## config.mk

```make
export PLATFORM = sky130hd
export DESIGN_NAME = i2c_bus_decoder
export DESIGN_NICKNAME = d
export VERILOG_FILES = /design/src/rtl/i2c_types_pkg.sv /design/src/rtl/i2c_line_filter.sv /design/src/rtl/i2c_bus_decoder.sv
export SDC_FILE = /design/constraint.sdc
export NUM_CORES = 1
export LEC_CHECK = 0
export CORE_MARGIN = 2
export CORE_UTILIZATION = 50
export CTS_CLUSTER_SIZE = 28
export DETAILED_ROUTE_END_ITERATION = 16
export MAX_ROUTING_LAYER = met4
export PLACE_DENSITY = 0.85
export SLEW_MARGIN = 40
export SYNTH_ARGS = -nofsm -noshare
export SYNTH_HDL_FRONTEND = slang
export SYNTH_SLANG_ARGS = --single-unit
```

## constraint.sdc

```tcl
create_clock -name clk_i -period 4.4 [get_ports clk_i]
set_input_delay 0.44 -clock clk_i [delete_from_list [all_inputs] [get_ports clk_i]]
set_output_delay 0.44 -clock clk_i [all_outputs]
set_load 0.005 [all_outputs]
```

## src/rtl/i2c_types_pkg.sv

```systemverilog
`default_nettype none
// +------------------------------------------------------------------+
// | i2c_types_pkg : shared I2C types for the bus decoder and monitor  |
// | Revision      : 1.0                                               |
// +------------------------------------------------------------------+
package i2c_types_pkg;

    localparam int I2C_BITS_PER_FRAME = 9;

    typedef enum logic {
        I2_WRITE = 1'b0,
        I2_READ  = 1'b1
    } i2c_op_t;

    typedef enum logic [1:0] {
        IDLE = 2'd0,
        ADDR = 2'd1,
        DATA = 2'd2
    } dec_state_t;

    function automatic i2c_op_t rw_to_op(input logic rw);
        return rw ? I2_READ : I2_WRITE;
    endfunction

endpackage
`default_nettype wire

```

## src/rtl/i2c_line_filter.sv

```systemverilog
`default_nettype none
// +------------------------------------------------------------------+
// | i2c_line_filter : synchronizer + glitch filter for one I2C line   |
// | Revision        : 1.0                                             |
// +------------------------------------------------------------------+
module i2c_line_filter #(
    parameter int SYNC_STAGES = 2,
    parameter int FILTER_LEN  = 3
) (
    input  logic clk_i,
    input  logic rst_i,
    input  logic line_i,
    output logic level_o,
    output logic rise_o,
    output logic fall_o
);

    localparam logic [3:0] c_CNT_MAX = 4'(FILTER_LEN - 1);

    logic [SYNC_STAGES-1:0] sync_q, sync_d;
    logic [3:0]             cnt_q, cnt_d;
    logic                   level_q, level_d;
    logic                   prev_q;
    logic                   w_sample;

    assign w_sample = sync_q[SYNC_STAGES-1];

    // The level only flips once FILTER_LEN disagreeing samples have been seen in a row.
    always_comb begin
        sync_d  = {sync_q[SYNC_STAGES-2:0], line_i};
        level_d = level_q;
        cnt_d   = '0;
        if (w_sample != level_q) begin
            if (cnt_q >= c_CNT_MAX) begin
                level_d = w_sample;
            end else begin
                cnt_d = cnt_q + 4'd1;
            end
        end
    end

    always_ff @(posedge clk_i or negedge rst_i) begin
        if (!rst_i) begin
            sync_q  <= '1;
            cnt_q   <= '0;
            level_q <= 1'b1;
            prev_q  <= 1'b1;
        end else begin
            sync_q  <= sync_d;
            cnt_q   <= cnt_d;
            level_q <= level_d;
            prev_q  <= level_q;
        end
    end

    assign level_o = level_q;
    assign rise_o  = level_q & ~prev_q;
    assign fall_o  = ~level_q & prev_q;

endmodule
`default_nettype wire

```

## src/rtl/i2c_bus_decoder.sv

```systemverilog
`default_nettype none
// +------------------------------------------------------------------+
// | i2c_bus_decoder : passive SCL/SDA decoder into bus event strobes  |
// | Revision        : 1.0                                             |
// +------------------------------------------------------------------+
module i2c_bus_decoder
    import i2c_types_pkg::*;
#(
    parameter int SYNC_STAGES    = 2,
    parameter int FILTER_LEN     = 3,
    parameter int I2C_DATA_WIDTH = 8
) (
    input  logic                      clk_i,
    input  logic                      rst_i,
    input  logic                      scl_i,
    input  logic                      sda_i,
    output logic                      start_o,
    output logic                      restart_o,
    output logic                      stop_o,
    output logic                      byte_valid_o,
    output logic [I2C_DATA_WIDTH-1:0] byte_o,
    output logic                      ack_o,
    output logic                      addr_phase_o,
    output logic [6:0]                addr_o,
    output logic                      rw_o,
    output logic                      busy_o,
    output logic                      trunc_err_o
);

    localparam int         c_FRAME_W  = I2C_DATA_WIDTH + 1;
    localparam logic [3:0] c_LAST_BIT = 4'(I2C_BITS_PER_FRAME - 1);

    logic w_scl_f, w_scl_rise, w_scl_fall;
    logic w_sda_f, w_sda_rise, w_sda_fall;
    logic w_start, w_stop, w_sda_edge;
    logic [c_FRAME_W-1:0] w_frame;

    i2c_line_filter #(.SYNC_STAGES(SYNC_STAGES), .FILTER_LEN(FILTER_LEN)) u_scl_filter (
        .clk_i(clk_i), .rst_i(rst_i), .line_i(scl_i),
        .level_o(w_scl_f), .rise_o(w_scl_rise), .fall_o(w_scl_fall)
    );

    i2c_line_filter #(.SYNC_STAGES(SYNC_STAGES), .FILTER_LEN(FILTER_LEN)) u_sda_filter (
        .clk_i(clk_i), .rst_i(rst_i), .line_i(sda_i),
        .level_o(w_sda_f), .rise_o(w_sda_rise), .fall_o(w_sda_fall)
    );

    // SCL high in both this and the previous cycle, so coincident edges never qualify.
    assign w_start    = w_scl_f & ~w_scl_rise & w_sda_fall;
    assign w_stop     = w_scl_f & ~w_scl_rise & w_sda_rise;
    assign w_sda_edge = w_sda_rise | w_sda_fall;

    dec_state_t                state_q, state_d;
    logic [3:0]                bit_cnt_q, bit_cnt_d;
    logic [I2C_DATA_WIDTH-1:0] sr_q, sr_d;
    logic                      smp_q, smp_d, pend_q, pend_d;
    logic                      start_q, start_d, restart_q, restart_d, stop_q, stop_d;
    logic                      valid_q, valid_d, trunc_q, trunc_d, busy_q, busy_d;
    logic [I2C_DATA_WIDTH-1:0] byte_q, byte_d;
    logic                      ack_q, ack_d, aph_q, aph_d, rw_q, rw_d;
    logic [6:0]                addr_q, addr_d;

    assign w_frame = {sr_q, smp_q};

    // SDA is sampled on the SCL rise but the bit is only committed on the following fall,
    // so the SCL rise that precedes a STOP or RESTART never counts as a data bit.
    always_comb begin
        state_d   = state_q;
        bit_cnt_d = bit_cnt_q;
        sr_d      = sr_q;
        smp_d     = smp_q;
        pend_d    = pend_q;
        busy_d    = busy_q;
        byte_d    = byte_q;
        ack_d     = ack_q;
        aph_d     = aph_q;
        addr_d    = addr_q;
        rw_d      = rw_q;
        start_d   = 1'b0;
        restart_d = 1'b0;
        stop_d    = 1'b0;
        valid_d   = 1'b0;
        trunc_d   = 1'b0;
        if (w_stop) begin
            stop_d    = 1'b1;
            trunc_d   = (bit_cnt_q != 4'd0);
            state_d   = IDLE;
            busy_d    = 1'b0;
            bit_cnt_d = '0;
            pend_d    = 1'b0;
        end else if (w_start) begin
            start_d   = ~busy_q;
            restart_d = busy_q;
            trunc_d   = (bit_cnt_q != 4'd0);
            state_d   = ADDR;
            busy_d    = 1'b1;
            bit_cnt_d = '0;
            pend_d    = 1'b0;
        end else if (state_q != IDLE) begin
            if (w_scl_rise && !w_sda_edge) begin
                smp_d  = w_sda_f;
                pend_d = 1'b1;
            end else if (w_scl_fall && pend_q) begin
                pend_d = 1'b0;
                sr_d   = w_frame[I2C_DATA_WIDTH-1:0];
                if (bit_cnt_q == c_LAST_BIT) begin
                    bit_cnt_d = '0;
                    valid_d   = 1'b1;
                    byte_d    = w_frame[c_FRAME_W-1:1];
                    ack_d     = w_frame[0];
                    aph_d     = (state_q == ADDR);
                    if (state_q == ADDR) begin
                        addr_d  = w_frame[c_FRAME_W-1:2];
                        rw_d    = w_frame[1];
                        state_d = DATA;
                    end
                end else begin
                    bit_cnt_d = bit_cnt_q + 4'd1;
                end
            end
        end
    end

    always_ff @(posedge clk_i or negedge rst_i) begin
        if (!rst_i) begin
            state_q   <= IDLE;
            bit_cnt_q <= '0;
            sr_q      <= '0;
            smp_q     <= 1'b0;
            pend_q    <= 1'b0;
            busy_q    <= 1'b0;
            byte_q    <= '0;
            ack_q     <= 1'b0;
            aph_q     <= 1'b0;
            addr_q    <= '0;
            rw_q      <= 1'b0;
            start_q   <= 1'b0;
            restart_q <= 1'b0;
            stop_q    <= 1'b0;
            valid_q   <= 1'b0;
            trunc_q   <= 1'b0;
        end else begin
            state_q   <= state_d;
            bit_cnt_q <= bit_cnt_d;
            sr_q      <= sr_d;
            smp_q     <= smp_d;
            pend_q    <= pend_d;
            busy_q    <= busy_d;
            byte_q    <= byte_d;
            ack_q     <= ack_d;
            aph_q     <= aph_d;
            addr_q    <= addr_d;
            rw_q      <= rw_d;
            start_q   <= start_d;
            restart_q <= restart_d;
            stop_q    <= stop_d;
            valid_q   <= valid_d;
            trunc_q   <= trunc_d;
        end
    end

    assign start_o      = start_q;
    assign restart_o    = restart_q;
    assign stop_o       = stop_q;
    assign byte_valid_o = valid_q;
    assign byte_o       = byte_q;
    assign ack_o        = ack_q;
    assign addr_phase_o = aph_q;
    assign addr_o       = addr_q;
    assign rw_o         = rw_q;
    assign busy_o       = busy_q;
    assign trunc_err_o  = trunc_q;

endmodule
`default_nettype wire

```

==> run_results.csv <==
group,metric,value,unit
final_layout,syn_to_final_growth,18.0,%
drt,ant_nets,0,
power_and_ir_drop,ir_worst_vdd,0.256,mV
grt,grt_pass1_wl,6570,um
final_layout,diodes,0,
logic_synthesis,ys_warn_count,0,
place,io_buffers,27,
cts,cts_tree,"yes",
worst_setup_path,critPathBufInv,1,
logic_synthesis,ys_ff_latch,56,
worst_setup_path,endpoint_kind,"flip-flop",
final_layout,nNetsFinal,202,
drt,vias,1337,
worst_setup_path,arrival,2.19,ns
sta,finalHoldViolations,0,
job,cap_violations,0,
sta,setup_violations,0,
drt,totalWireLength,3790,um
grt,grt.total_usage,17.5,%
grt,grt_antenna_before_repair,0,
cts,cts_hold_buf,0,
die,die_y,71.3,um
worst_setup_path,worst-setup-path-type,"reg2reg",
sta,fin_crit_sh,45.2,%
place,hpwl,2650,um
die,coreArea,0.00435,mm^2
sta,final-max-slew-violation-count,0,
cts,cts_setup_buffers,0,
die,die-area,0.00508,mm^2
worst_setup_path,cpMaxStageDelayCell,"nor4_4",
logic_synthesis,yosysSeqAreaShare,62.3,%
logic_synthesis,synth.distinct_cells,34,
power_and_ir_drop,totalPowerFinal,1.12,mW
worst_setup_path,slowest_delay,0.55,ns
grt,grt_max_degree,57,
sta,rsz0062_at_grt,"false",
drt,drt_iter0_markers,132,
drt,vias_per_cell,5.50,
logic_synthesis,synth_area,0.00226,mm^2
grt,grt.overflow.total,0,
outcome,status,"complete, no violations",
power_and_ir_drop,cellPowerDensity,419,mW/mm^2
die,fp.dieW,71.3,um
cts,cts_inserted_buffers,5,
cts,cts_root_buffer,"clkbuf_8",
final_layout,layout_commonest_cell,"dfrtp_1",
sta,finalCriticalPeriod,1.99,ns
sta,setup_ws,2.41,ns
logic_synthesis,synth_cells,157,
final_layout,final_cell_mix,"dfrtp_1, mux2_2, clkdlybuf4s50_1",
worst_setup_path,cp_cell_sequence,"inv_1 > ha_1 > nand3b_4 > nor4_4 > mux2_2",
place,gp_congestion,0.810,
power_and_ir_drop,p_leak,1.29,nW
worst_setup_path,required,4.60,ns
drt,firstDrtPassIters,4,
cts,clk_latency,0.31,ns
final_layout,fillers,316,
sta,max_freq,503,MHz
worst_setup_path,path_delay_family,"simple AND/OR/NAND/NOR gates",
cts,cts_resized,0,
sta,finClkSkew,0.0137,ns
cts,cts_max_path_buffers,2,
min_path,hold_path.class,"in2async",
sta,tightest_slew,0.671,ns
cts,cts.sinks,56,
logic_synthesis,syn-mean-instance-area,14.4,um^2
die,io-pin-count,28,
drt,drc,0,
worst_setup_path,crit_fanout,8,
final_layout,drive_gt1_share,27.2,%
cts,clkSlewWorstSetupHoldPaths,0.09,ns
die,start_util,52.0,%
sta,slew_headroom,55.3,%
grt,grt_pass1_vias,1357,
die,std_cell_rows,24,
drt,wl_per_cell,15.6,um
place,dp_slack,2.43,ns
cts,h-tree-depth,2,
worst_setup_path,cp-start-kind,"flip-flop",
sta,setup_tns,0,ns
==> cell usage after synthesis <==
| cell | n | area, um^2 |
|---|---|---|
| mux2i_1 | 1 | 10.0 |
| conb_1 | 1 | 3.75 |
| o211a_1 | 2 | 20.0 |
| a21o_1 | 1 | 7.51 |
| ha_1 | 8 | 100 |
| inv_1 | 8 | 30.0 |
| or4b_1 | 1 | 10.0 |
| nand2_1 | 4 | 15.0 |
| dfrtp_1 | 48 | 1200 |
| nor3b_1 | 1 | 7.51 |
| nor2_2 | 2 | 12.5 |
| o31ai_1 | 1 | 7.51 |
| clkbuf_2 | 1 | 5.00 |
| o21bai_1 | 1 | 7.51 |
| xor2_1 | 2 | 17.5 |
| nor3_1 | 3 | 15.0 |
| a211oi_1 | 1 | 7.51 |
| and3_1 | 3 | 18.8 |
| buf_6 | 2 | 22.5 |
| nor2_1 | 8 | 30.0 |
| nand3b_4 | 2 | 40.0 |
| or4_1 | 1 | 7.51 |
| nor4_1 | 2 | 12.5 |
| a21oi_1 | 4 | 20.0 |
| nor3_4 | 1 | 16.3 |
| nand2b_1 | 2 | 12.5 |
| nor4_4 | 1 | 21.3 |
| o21a_1 | 1 | 7.51 |
| nand3_1 | 2 | 10.0 |
| dfstp_2 | 8 | 210 |
| o21ai_0 | 3 | 15.0 |
| mux2_2 | 29 | 327 |
| a2bb2oi_1 | 1 | 8.76 |
| o211ai_1 | 1 | 7.51 |
==> path summary, 6_finish.rpt <==
path,from,endpoint,slack [ns],cells past startpoint
hold reg to reg,u_scl_filter.sync_q[0],u_scl_filter.sync_q[1],0.36,0
min in group clk_i,u_scl_filter.sync_q[0],u_scl_filter.sync_q[1],0.36,0
max in group asynchronous,rst_i,u_sda_filter.cnt_q[2],3.71,2
setup reg to reg,bit_cnt_q[1],addr_o[3],2.41,5
hold / removal,rst_i,restart_o,0.23,2
setup / recovery,bit_cnt_q[1],addr_o[3],2.41,5
==> kinds of logic after synthesis <==
group | share of synthesized area (%)
buffers and inverters | 2.54
xor gates and xnor gates | 0.774
other | 0.166
and+or+nand+nor | 10.1
adders and majority gates | 4.42
DFF | 62.3
muxes | 14.9
AOI/OAI and AO/OA | 4.81
==> final cells by class <==
cell class                 instances  area, um^2  share of cell area (%)
sequential                        56        1410                    52.8
multi-input combinational         91         800                    29.9
timing repair buffer              28         273                    10.2
clock buffer                       7        86.3                    3.23
tap                               52        65.1                    2.43
inverter                           8        30.0                    1.12
clock inverter                     1        7.51                   0.281
==> per-stage QoR <==
stage	hold slack, ns	util [%]	instance area, um^2	cells
global route	0.307	61.4	2670	243
CTS	0.271	61.4	2670	243
floorplan	0.144	-	2270	158
global placement	0.345	59.2	2580	235
finish	0.233	61.4	2670	243
detailed placement	0.347	59.2	2580	235
==> layer usage <==
layer  up-vias  track usage, %  share of wire (%)
met3         9            3.94                2.7
met4         0            8.81                2.7
met1       699            20.5                 41
met5         -               -                  0
met2        18            28.5                 54
li1        611               -                  -
==> worst register-to-register path, stage by stage, from the launching register on <==
cell and delay [ns]:
dfrtp_1 0.42, inv_1 0.10, ha_1 0.25, nand3b_4 0.15
nor4_4 0.55, mux2_2 0.41
==> flip-flops by register name (all words and copies together), names as in the netlist, 2 cells and up <==
register,count
addr_o,7
u_scl_filter.sync_q,2
u_sda_filter.cnt_q,4
state_q,2
u_scl_filter.cnt_q,4
bit_cnt_q,4
sr_q,8
byte_o,8
u_sda_filter.sync_q,2
==> where the power goes <==
group	switching, mW	internal (mW)
logic	0.104	0.0864
registers	0.0620	0.580
clock network	0.160	0.128
Power figures use the tool's default switching activity.
